<file path="config.mk">
export PLATFORM = sky130hd
export DESIGN_NAME = alu
export DESIGN_NICKNAME = d
export VERILOG_FILES = /design/src/rtl/alu.sv
export SDC_FILE = /design/constraint.sdc
export NUM_CORES = 1
export LEC_CHECK = 0
export ABC_CLOCK_PERIOD_IN_PS = 2600
export CORE_MARGIN = 3
export CORE_UTILIZATION = 52
export DETAILED_ROUTE_END_ITERATION = 6
export PLACE_DENSITY = 0.85
export SLEW_MARGIN = 5
export SYNTH_ARGS = -nofsm -noshare
export SYNTH_HDL_FRONTEND = slang
export SYNTH_SLANG_ARGS = --single-unit
export TNS_END_PERCENT = 100
</file>
<file path="constraint.sdc">
create_clock -name clk -period 2.6 [get_ports clk]
set_input_delay 0.78 -clock clk [delete_from_list [all_inputs] [get_ports clk]]
set_output_delay 0.78 -clock clk [all_outputs]
set_load 0.005 [all_outputs]
</file>
<file path="src/rtl/alu.sv">
// Registered 4-bit arithmetic/logic/shift unit: one operation accepted per cycle,
// result and carry/shift-out flag registered on the following rising edge.
module alu (
  input  logic       clk,
  input  logic       rst,
  input  logic [3:0] X,
  input  logic [3:0] Y,
  input  logic [2:0] S,
  input  logic [1:0] shamt,
  input  logic       d,
  output logic [3:0] outp,
  output logic       cout
);

  localparam logic [2:0] OP_ADD = 3'b000;
  localparam logic [2:0] OP_SUB = 3'b001;
  localparam logic [2:0] OP_AND = 3'b010;
  localparam logic [2:0] OP_OR  = 3'b011;
  localparam logic [2:0] OP_XOR = 3'b100;
  localparam logic [2:0] OP_NOT = 3'b101;
  localparam logic [2:0] OP_SHF = 3'b110;
  localparam logic [2:0] OP_ROT = 3'b111;

  // Logical shift returning {shift_out, result}; the bit that falls just past
  // the 4-bit window is the last one shifted out, and is 0 when shamt is 0.
  function automatic logic [4:0] shift_op(input logic [3:0] a, input logic [1:0] n,
                                          input logic right);
    logic [7:0] ext;
    if (right) begin
      ext = {a, 4'b0000} >> n;
      return {ext[3], ext[7:4]};
    end else begin
      ext = {4'b0000, a} << n;
      return {ext[4], ext[3:0]};
    end
  endfunction

  function automatic logic [3:0] rotate_op(input logic [3:0] a, input logic [1:0] n,
                                           input logic right);
    logic [7:0] dbl;
    if (right) begin
      dbl = {a, a} >> n;
      return dbl[3:0];
    end else begin
      dbl = {a, a} << n;
      return dbl[7:4];
    end
  endfunction

  logic [3:0] r_p0;
  logic       c_p0;

  always_comb begin
    r_p0 = 4'b0000;
    c_p0 = 1'b0;
    case (S)
      OP_ADD:  {c_p0, r_p0} = {1'b0, X} + {1'b0, Y};
      OP_SUB:  {c_p0, r_p0} = {1'b0, X} + {1'b0, ~Y} + 5'd1;
      OP_AND:  r_p0 = X & Y;
      OP_OR:   r_p0 = X | Y;
      OP_XOR:  r_p0 = X ^ Y;
      OP_NOT:  r_p0 = ~X;
      OP_SHF:  {c_p0, r_p0} = shift_op(X, shamt, d);
      OP_ROT:  r_p0 = rotate_op(X, shamt, d);
      default: begin
        r_p0 = 4'b0000;
        c_p0 = 1'b0;
      end
    endcase
  end

  // Stage p0 -> p1: result register; reset overrides the operation in flight.
  logic [3:0] outp_p1;
  logic       cout_p1;

  always_ff @(posedge clk) begin
    if (rst) begin
      outp_p1 <= 4'b0000;
      cout_p1 <= 1'b0;
    end else begin
      outp_p1 <= r_p0;
      cout_p1 <= c_p0;
    end
  end

  assign outp = outp_p1;
  assign cout = cout_p1;

endmodule

</file>
==> flow_summary_export.csv <==
group,metric,value,unit
critical_path,cp_max_fo,2,
sta,rsz0062_at_grt,"no",
critical_path,start_kind,"input port",
global_route,antenna_found_initial,0,
critical_path,crit_path_top_delay_cell,"clkdlybuf4s50_1",
route,drc,0,
critical_path,cp-end-kind,"register",
cells_and_area,final_util,0.816,
sta,hold_viol_final,0,
critical_path,path_cells,"clkdlybuf4s50_1, inv_1, ha_1, nor3_2, or4_1, a21bo_1, a311oi_2",
placement,place_hpwl,2.64,mm
synthesis,ys_seq_area_frac,0.0949,
die,start_util,0.579,
global_route,grt_pass1_vias,1259,
power_and_ir_drop,power.leakage,0.668,nW
critical_path,critPathBufInv,2,
critical_path,crit_arrival,2.71,ns
route,wl_per_cell,16.2,µm
route,wirelength,3.38,mm
cts,cts-root-buf,"clkbuf_4",
cells_and_area,areaGrowthSynthToFinish,40.9,%
synthesis,yosys_warnings,0,
sta,setup_viol_count_final,0,
synthesis,syn_area,1050,µm²
placement,routabilityCongestion,0.927,
sta,min_period,2.54,ns
route,ant_nets,0,
synthesis,yosys.area.top_type_share,0.142,
die,coreArea,1820,µm²
cts,cts_buffers,3,
global_route,grt_pass1_wl,5.61,mm
route,vias,1242,
sta,maxSlewViolCount,0,
cells_and_area,final_nets,215,
critical_path,critPathTopFamily,"buffers and inverters",
synthesis,synth-seq-cells,5,
die,rows,15,
cts,clk_pin_slew,0.05,ns
route,dr.pass1.iters,4,
synthesis,syn_inst,139,
die,die_h,51.0,µm
sta,fin_crit_sh,0.976,
global_route,grt-ovfl-total,0,
sta,relSlewSlack,0.720,
synthesis,ys_types,44,
die,fp.dieW,51.0,µm
cts,cts_sinks,5,
synthesis,syn_area_per_cell,7.59,µm²
cells_and_area,final_cell_mix,"buf_4, clkdlybuf4s50_1, inv_1, nand2_1, a21oi_1",
cells_and_area,drive_above_1_share,0.234,
cts,cts_hold_buf,0,
cts,cts_buffer_depth,2,
cells_and_area,antenna_cells,0,
sta,max_freq,0.394,GHz
die,pin_count,21,
critical_path,cp.required,2.77,ns
power_and_ir_drop,ir_drop,0.174,mV
hold_path,hold_path.class,"input port to register",
die,dieArea,2600,µm²
route,drt-vias-per-instance,5.94,
synthesis,synth_fp_nets,169,
global_route,grt_max_degree,16,
placement,port_buffers,20,
synthesis,yosysTopAreaCell,"ha_1",
outcome,outcome,"finished clean",
cells_and_area,final_common_cell,"buf_4",
cts,cts_tree,"yes",
cts,htree_levels,1,
sta,timing.setup.tns,0,ns
power_and_ir_drop,powerDensity,281,nW/µm²
critical_path,worstSetupPathType,"input port to register",
global_route,grt_util_all_layers,0.287,
job,maxCapViolations,0,
sta,worstMarginPinSlew,0.410,ns
synthesis,ys_top_cells_by_area,"ha_1, dfxtp_1, nand2b_1, a21oi_1, o211ai_1",
route,drtIter0Drc,71,
critical_path,critical_path.max_stage_delay,0.51,ns
## cell usage after synthesis
master and count:
inv_1 13, o311ai_1 1, o2111ai_1 1, o211ai_1 7, ha_1 12, a21oi_1 12, xnor2_1 1, dfxtp_1 5
clkbuf_1 2, mux4_2 1, and2b_2 1, o31ai_1 2, a311oi_1 1, mux2i_1 3, mux2_2 1, fa_1 2
a311oi_2 1, nor2b_1 2, o22ai_1 3, o21bai_1 1, a21bo_1 1, nand3b_1 2, buf_4 1, a221oi_1 1
a41oi_1 1, nand4b_1 1, nor3b_1 2, nor2_1 6, or4_1 2, a2111oi_0 1, nand2_1 12, o32ai_1 1
a31oi_1 1, a211oi_1 4, nor4_1 2, a21o_2 1, buf_6 3, nand3_1 2, buf_2 4, nor3_1 4
a21o_1 3, nand2b_1 10, xor2_1 1, nor3_2 1
## metal layers
metal	global-route usage	vias up	routed length [µm]
met5	0	-	0
li1	-	599	-
met4	0.121	0	29
met3	0.0729	5	352
met1	0.340	569	1300
met2	0.485	69	1700
## power by group
group	switching [mW]	total (mW)	internal, mW
clock network	0.0428	0.102	0.0587
logic	0.111	0.231	0.120
registers	0.00198	0.0856	0.0836
## metrics by stage
stage               instance area [µm²]  hold WS (ns)  total power, mW  setup slack [ns]  std cells
global route                       1490          1.23            0.447           0.00236        209
detailed placement                 1450          1.47            0.311            -0.324        205
CTS                                1480          1.22            0.414           0.00484        209
finish                             1490          1.23            0.418            0.0624        209
floorplan                          1050         0.848            0.205             0.222        139
global placement                   1450          1.48            0.302            -0.218        205
## final cells by class
type,instances,area (µm²)
tap,25,31.3
fill,122,334
clock buffer,4,26.3
multi-input combinational,111,845
sequential,5,100
inverter,13,48.8
timing repair buffer,51,435
## cell families (layout without fill, tap and decap cells)
| kind of cell | after synthesis | in the layout | synth area share |
|---|---|---|---|
| and+or+nand+nor | 47 | 47 | 0.244 |
| AOI/OAI and AO/OA | 43 | 43 | 0.292 |
| buffers and inverters | 23 | 68 | 0.112 |
| adders and majority gates | 14 | 14 | 0.180 |
| muxes | 5 | 5 | 0.0605 |
| DFF | 5 | 5 | 0.0949 |
| xor gates and xnor gates | 2 | 2 | 0.0166 |
## what timing repair did
action / 4_1_cts / 5_1_grt
gates cloned: 0 / 0
pin swaps: 1 / 2
endpoints found under the setup margin: 1 / 1
gates resized for setup: 2 / 2
setup buffers: 0 / 0
## registers in the layout, indices dropped and copies added, names as in the netlist
name,flops
cout,1
outp,4
## final timing paths
kind              start       to  slack, ns  cells after the start
setup / recovery   Y[1]  outp[3]       0.06                      7
hold / removal      rst     cout       1.23                      2
(Power assumes the default switching activity.)
